===== src/rtl/spi_pkg.sv =====
`default_nettype none
// ============================================================================
//  Module      : spi_pkg
//  Description : Shared definitions for the SPI frame controller: frame
//                geometry, command/data byte field positions and the
//                controller state encoding.
//  Revision    : 1.0 - initial release
// ============================================================================
package spi_pkg;

    // Frame geometry: one command byte followed by one data byte, MSB first.
    localparam int FRAME_BITS = 16;
    localparam int CMD_MSB    = 15;
    localparam int CMD_LSB    = 8;
    localparam int DATA_MSB   = 7;
    localparam int DATA_LSB   = 0;

    // Width of the shared timing counter (covers both half-period and gap).
    localparam int TICK_CNT_W = 8;

    // Controller state encoding.
    typedef enum logic [2:0] {
        ST_IDLE   = 3'd0,
        ST_SETUP  = 3'd1,
        ST_SCK_LO = 3'd2,
        ST_SCK_HI = 3'd3,
        ST_HOLD   = 3'd4,
        ST_GAP    = 3'd5
    } spi_state_e;

    // True for every state in which chip select is asserted.
    function automatic logic frame_active(input spi_state_e st);
        return (st == ST_SETUP) || (st == ST_SCK_LO) ||
               (st == ST_SCK_HI) || (st == ST_HOLD);
    endfunction

endpackage
`default_nettype wire


===== src/rtl/spi_half_tick.sv =====
`default_nettype none
// ============================================================================
//  Module      : spi_half_tick
//  Description : Loadable down-counter that issues a one-cycle tick when it
//                reaches zero and then reloads. A load (issued on every state
//                entry) restarts the interval, so the tick lands exactly
//                load_val+1 cycles after the load.
//  Ports       : clk, rst      - clock, synchronous active-high reset
//                load          - restart the interval with load_val
//                load_val      - interval length minus one
//                tick          - high in the last cycle of the interval
//  Revision    : 1.0 - initial release
// ============================================================================
module spi_half_tick #(
    parameter int CNT_W = 8
) (
    input  logic             clk,
    input  logic             rst,
    input  logic             load,
    input  logic [CNT_W-1:0] load_val,
    output logic             tick
);

    logic [CNT_W-1:0] cnt;

    always_ff @(posedge clk) begin
        if (rst) begin
            cnt <= '0;
        end else if (load) begin
            cnt <= load_val;
        end else if (cnt == '0) begin
            cnt <= load_val;
        end else begin
            cnt <= cnt - 1'b1;
        end
    end

    assign tick = (cnt == '0);

endmodule
`default_nettype wire


===== src/rtl/spi_controller.sv =====
`default_nettype none
// ============================================================================
//  Module      : spi_controller
//  Description : 16-bit SPI mode-3 (CPOL=1, CPHA=1) frame controller. One
//                start request sends tx_word MSB first on PICO while the
//                word returned on POCI is captured into rx_word.
//  Ports       : CLK, RST      - clock, synchronous active-high reset
//                start         - frame request (accepted when idle)
//                tx_word       - frame to send, {cmd, data}
//                busy          - frame or inter-frame gap in progress
//                done          - one-cycle pulse when CS deasserts
//                rx_word       - last complete captured word
//                SCK, CS, PICO - SPI outputs (all registered)
//                POCI          - SPI input
//  Revision    : 1.0 - initial release
// ============================================================================
module spi_controller
    import spi_pkg::*;
#(
    parameter int HALF_DIV = 2,
    parameter int GAP_CYC  = 2
) (
    input  logic                  CLK,
    input  logic                  RST,
    input  logic                  start,
    input  logic [FRAME_BITS-1:0] tx_word,
    output logic                  busy,
    output logic                  done,
    output logic [FRAME_BITS-1:0] rx_word,
    output logic                  SCK,
    output logic                  CS,
    output logic                  PICO,
    input  logic                  POCI
);

    spi_state_e              state;
    spi_state_e              next_state;
    logic                    tick;
    logic                    state_load;
    logic [TICK_CNT_W-1:0]   load_val;
    logic [3:0]              bit_cnt;
    logic [FRAME_BITS-1:0]   tx_sh;
    logic [FRAME_BITS-1:0]   rx_sh;
    logic                    accept;
    logic                    shift_out;
    logic                    sample_in;
    logic                    frame_end;

    // ------------------------------------------------------------------
    // Next-state logic. Timed states leave on the tick of the shared
    // counter. The last gap cycle doubles as the idle sampling point, so a
    // start held high chains frames with exactly GAP_CYC CS-high cycles.
    // ------------------------------------------------------------------
    always_comb begin
        next_state = state;
        case (state)
            ST_IDLE:   if (start) next_state = ST_SETUP;
            ST_SETUP:  if (tick)  next_state = ST_SCK_LO;
            ST_SCK_LO: if (tick)  next_state = ST_SCK_HI;
            ST_SCK_HI: if (tick)  next_state = (bit_cnt == 4'(FRAME_BITS - 1)) ? ST_HOLD : ST_SCK_LO;
            ST_HOLD:   if (tick)  next_state = ST_GAP;
            ST_GAP:    if (tick)  next_state = start ? ST_SETUP : ST_IDLE;
            default:              next_state = ST_IDLE;
        endcase
    end

    assign state_load = (next_state != state);
    assign load_val   = (next_state == ST_GAP) ? TICK_CNT_W'(GAP_CYC - 1)
                                               : TICK_CNT_W'(HALF_DIV - 1);

    assign accept    = (next_state == ST_SETUP)  && (state != ST_SETUP);
    assign shift_out = (state == ST_SCK_HI)      && (next_state == ST_SCK_LO);
    assign sample_in = (state == ST_SCK_LO)      && (next_state == ST_SCK_HI);
    assign frame_end = (state == ST_HOLD)        && (next_state == ST_GAP);

    spi_half_tick #(
        .CNT_W    (TICK_CNT_W)
    ) u_half_tick (
        .clk      (CLK),
        .rst      (RST),
        .load     (state_load),
        .load_val (load_val),
        .tick     (tick)
    );

    // PICO is the top bit of the transmit shifter, so it only moves on a
    // load or on the edge that drives SCK low.
    assign PICO = tx_sh[FRAME_BITS-1];

    always_ff @(posedge CLK) begin
        if (RST) begin
            state   <= ST_IDLE;
            CS      <= 1'b1;
            SCK     <= 1'b1;
            busy    <= 1'b0;
            done    <= 1'b0;
            rx_word <= '0;
            bit_cnt <= '0;
            tx_sh   <= '0;
            rx_sh   <= '0;
        end else begin
            state <= next_state;
            // Outputs are decoded from next_state so they are registered and
            // line up with the state they belong to.
            CS    <= ~frame_active(next_state);
            SCK   <= (next_state != ST_SCK_LO);
            busy  <= (next_state != ST_IDLE);
            done  <= frame_end;

            if (accept) begin
                tx_sh   <= tx_word;
                bit_cnt <= '0;
            end else if (shift_out) begin
                tx_sh   <= {tx_sh[FRAME_BITS-2:0], 1'b0};
                bit_cnt <= bit_cnt + 4'd1;
            end

            // Raw POCI capture on the edge that drives SCK high.
            if (sample_in) begin
                rx_sh <= {rx_sh[FRAME_BITS-2:0], POCI};
            end

            if (frame_end) begin
                rx_word <= rx_sh;
            end
        end
    end

endmodule
`default_nettype wire


===== config.mk =====
export PLATFORM = sky130hd
export DESIGN_NAME = spi_controller
export DESIGN_NICKNAME = d
export VERILOG_FILES = /design/src/rtl/spi_pkg.sv /design/src/rtl/spi_half_tick.sv /design/src/rtl/spi_controller.sv
export SDC_FILE = /design/constraint.sdc
export NUM_CORES = 1
export LEC_CHECK = 0
export ABC_AREA = 0
export BUFFER_PORTS_ARGS = -buffer_cell sky130_fd_sc_hd__buf_2
export CAP_MARGIN = 5
export CORE_UTILIZATION = 30
export DETAILED_ROUTE_END_ITERATION = 8
export PLACE_DENSITY = 0.47
export SLEW_MARGIN = 25
export SYNTH_ARGS = -nofsm -noshare
export SYNTH_HDL_FRONTEND = slang
export SYNTH_SLANG_ARGS = --single-unit
export TNS_END_PERCENT = 50

===== constraint.sdc =====
create_clock -name CLK -period 4.4 [get_ports CLK]
set_clock_uncertainty 0.15 [all_clocks]
set_input_delay 0.22 -clock CLK [delete_from_list [all_inputs] [get_ports CLK]]
set_output_delay 0.22 -clock CLK [all_outputs]
set_load 0.01 [all_outputs]

==> impl_metrics.csv <==
group,metric,value,unit
power_and_ir_drop,power.leakage,1.53,nW
cells_and_area,synthToLayoutAreaGrowth,21.0,%
cells_and_area,final_area,0.00343,mm²
cts,clockBufferDepth,2,
synthesis,synth.avg_cell_area,9.77,µm²
synthesis,syn_inst,290,
synthesis,yosysTopAreaCellShare,0.473,
global_route,first_global_vias,2132,
place,gp_congestion,0.723,
route,drt-total-wl,6060,µm
worst_setup_path,start_kind,"flip-flop",
power_and_ir_drop,total_power,1.92,mW
die,floorplan.rows,35,
synthesis,syn_area,0.00283,mm²
worst_hold_path,hold_class,"input port to flip-flop",
synthesis,netlist_top_cells_area,"dfxtp_1 47%, mux2i_1 11%, nor2_1 6.6%, a32oi_1 4.6%, o211ai_1 4.0%",
synthesis,ys_seq_elements,67,
synthesis,synth_cell_types,44,
global_route,grt_max_degree,38,
route,drc,0,
cts,cts_tree,"done",
route,final_antenna_net_count,0,
worst_setup_path,arrival,2.62,ns
cts,post-cts-setup-buffer-count,0,
worst_setup_path,crit_type,"flip-flop to flip-flop",
route,num_vias,2237,
sta,finalMaxSlewViolations,0,
synthesis,ys_warn_count,0,
cts,cts_root_buf,"clkbuf_8",
sta,fin_tns_setup,0,ns
cells_and_area,fin_nets,355,
synthesis,synth_edf_count,0,
sta,hold_viol,0,
synthesis,async_reset_ff_frac,0,
cts,cts_resized,0,
worst_setup_path,critical_path_required,4.53,ns
status,status,"finished clean",
synthesis,ys_seq_area_frac,0.473,
die,dieArea,0.00984,mm²
global_route,grt_antenna_before_repair,0,
cells_and_area,layout_commonest_cell,"dfxtp_1",
cells_and_area,fill_cells,972,
place,dpl_cell_area,0.00312,mm²
cts,htreeDepth,3,
cts,cts.sinks,67,
cts,clkLatencyLatePin,0.34,ns
synthesis,synth_top_cell_by_area,"dfxtp_1",
place,place_hpwl,3790,µm
power_and_ir_drop,p_per_area,559,mW/mm²
sta,finalCritPeriodShare,0.566,
sta,tightest_slew,0.980,ns
place,place_inst,426,
worst_setup_path,cp_max_fo,10,
power_and_ir_drop,peakVddDrop,0.239,mV
cells_and_area,fin_cells,449,
sta,worst_hold_slack,0.0133,ns
synthesis,yosys_most_used_dff,"dfxtp_1",
die,start_util,0.308,
route,dr.pass1.iters,4,
global_route,grt_pass1_wl,10400,µm
route,wl_per_cell,13.5,µm
sta,relSlewSlack,0.347,
cells_and_area,insertedDiodeCount,0,
cells_and_area,layout_common_cells,"67 x dfxtp_1, 50 x nor2_1, 40 x buf_2",
die,pin_count,41,
route,drtIter0Drc,111,
global_route,grt.total_usage,0.134,
sta,rsz0062_at_grt,"false",
route,avgViaCountPerCell,4.98,
die,die_x,99.2,µm
sta,clock.fmax,401,MHz
sta,setup_violations,0,
cts,cts_buffers,9,
cells_and_area,final_layout_size_suffix_gt1_frac,0.240,
global_route,grt_overflow,0,
die,fp.dieH,99.2,µm
synthesis,synth_nets,312,
cts,postCtsHoldBufs,6,
place,io_buffers,40,
sta,finalCriticalPeriod,2.49,ns
cts,clkSlewWorstSetupHoldPaths,0.08,ns
job,cap_violations,0,
die,coreArea,0.00920,mm²
worst_setup_path,setup.worst_path.end_class,"flip-flop",
-- sequential cells by signal (all words and copies together), names as in the netlist, 3 cells and up --
signal           cells
state                3
bit_cnt              4
rx_sh               16
tx_sh               16
rx_word             16
u_half_tick.cnt      8
-- cells by family (layout without fill, tap and decap cells) --
logic type / count (synthesis) / after routing / share of synthesized area
AND/OR/NAND/NOR: 88 / 88 / 0.153
multiplexers: 32 / 32 / 0.113
AO/OA/AOI/OAI: 69 / 69 / 0.191
buffers and inverters: 26 / 74 / 0.0419
flip-flops: 67 / 67 / 0.473
adder cells (fa/ha/maj): 2 / 2 / 0.00883
XOR/XNOR: 6 / 6 / 0.0185
-- path summary, 6_finish.rpt --
path | cells after the start | slack [ns] | endpoint | startpoint
worst min-delay path | 3 | 0.01 | tx_sh[1] | tx_word[1]
worst min register to register | 2 | 0.34 | rx_word[5] | rx_word[5]
worst max register to register | 7 | 1.91 | tx_sh[12] | u_half_tick.cnt[0]
worst max-delay path | 7 | 1.91 | tx_sh[12] | u_half_tick.cnt[0]
-- cells in the mapped netlist, drive strengths merged, types with 3 or more instances --
cell	instances
dfxtp	67
nor2	50
mux2i	32
a21oi	23
a32oi	16
o211ai	15
clkbuf	14
nand2	9
buf	7
nand3	7
inv	5
nor3	4
xor2	4
o31ai	3
or3	3
-- critical path, stage by stage (launching register included) --
cell and delay [ns]:
dfxtp_1 0.34, inv_1 0.06, ha_1 0.23, or4b_4 0.53, o41ai_4 0.62, buf_6 0.24
a32oi_1 0.08, a21oi_2 0.17
-- layout make-up --
class,instances,area (µm²),area share
clock buffers,9,124,0.0361
clock inverters,7,116,0.0339
inverters,5,18.8,0.00547
multi-input cells,197,1370,0.401
flip-flops and latches,67,1340,0.391
well taps,111,139,0.0405
repair buffers,53,317,0.0923
-- per-stage QoR --
step                      utilization  setup WS, ns
final                           0.373          1.91
after CTS                       0.372          1.70
after detailed placement        0.339          1.71
after floorplan                     -          2.25
after global routing            0.373          1.76
after global placement          0.339          1.76
-- power by group --
group	switching, mW	internal (mW)
clock network	0.239	0.375
logic	0.341	0.212
registers	0.0707	0.678
-- per-layer routing --
metal	GRT usage	share of wire
met5	0	0
met1	0.172	0.52
met2	0.208	0.43
met4	0.0577	0.013
met3	0.0401	0.040
Power figures use the tool's default switching activity.
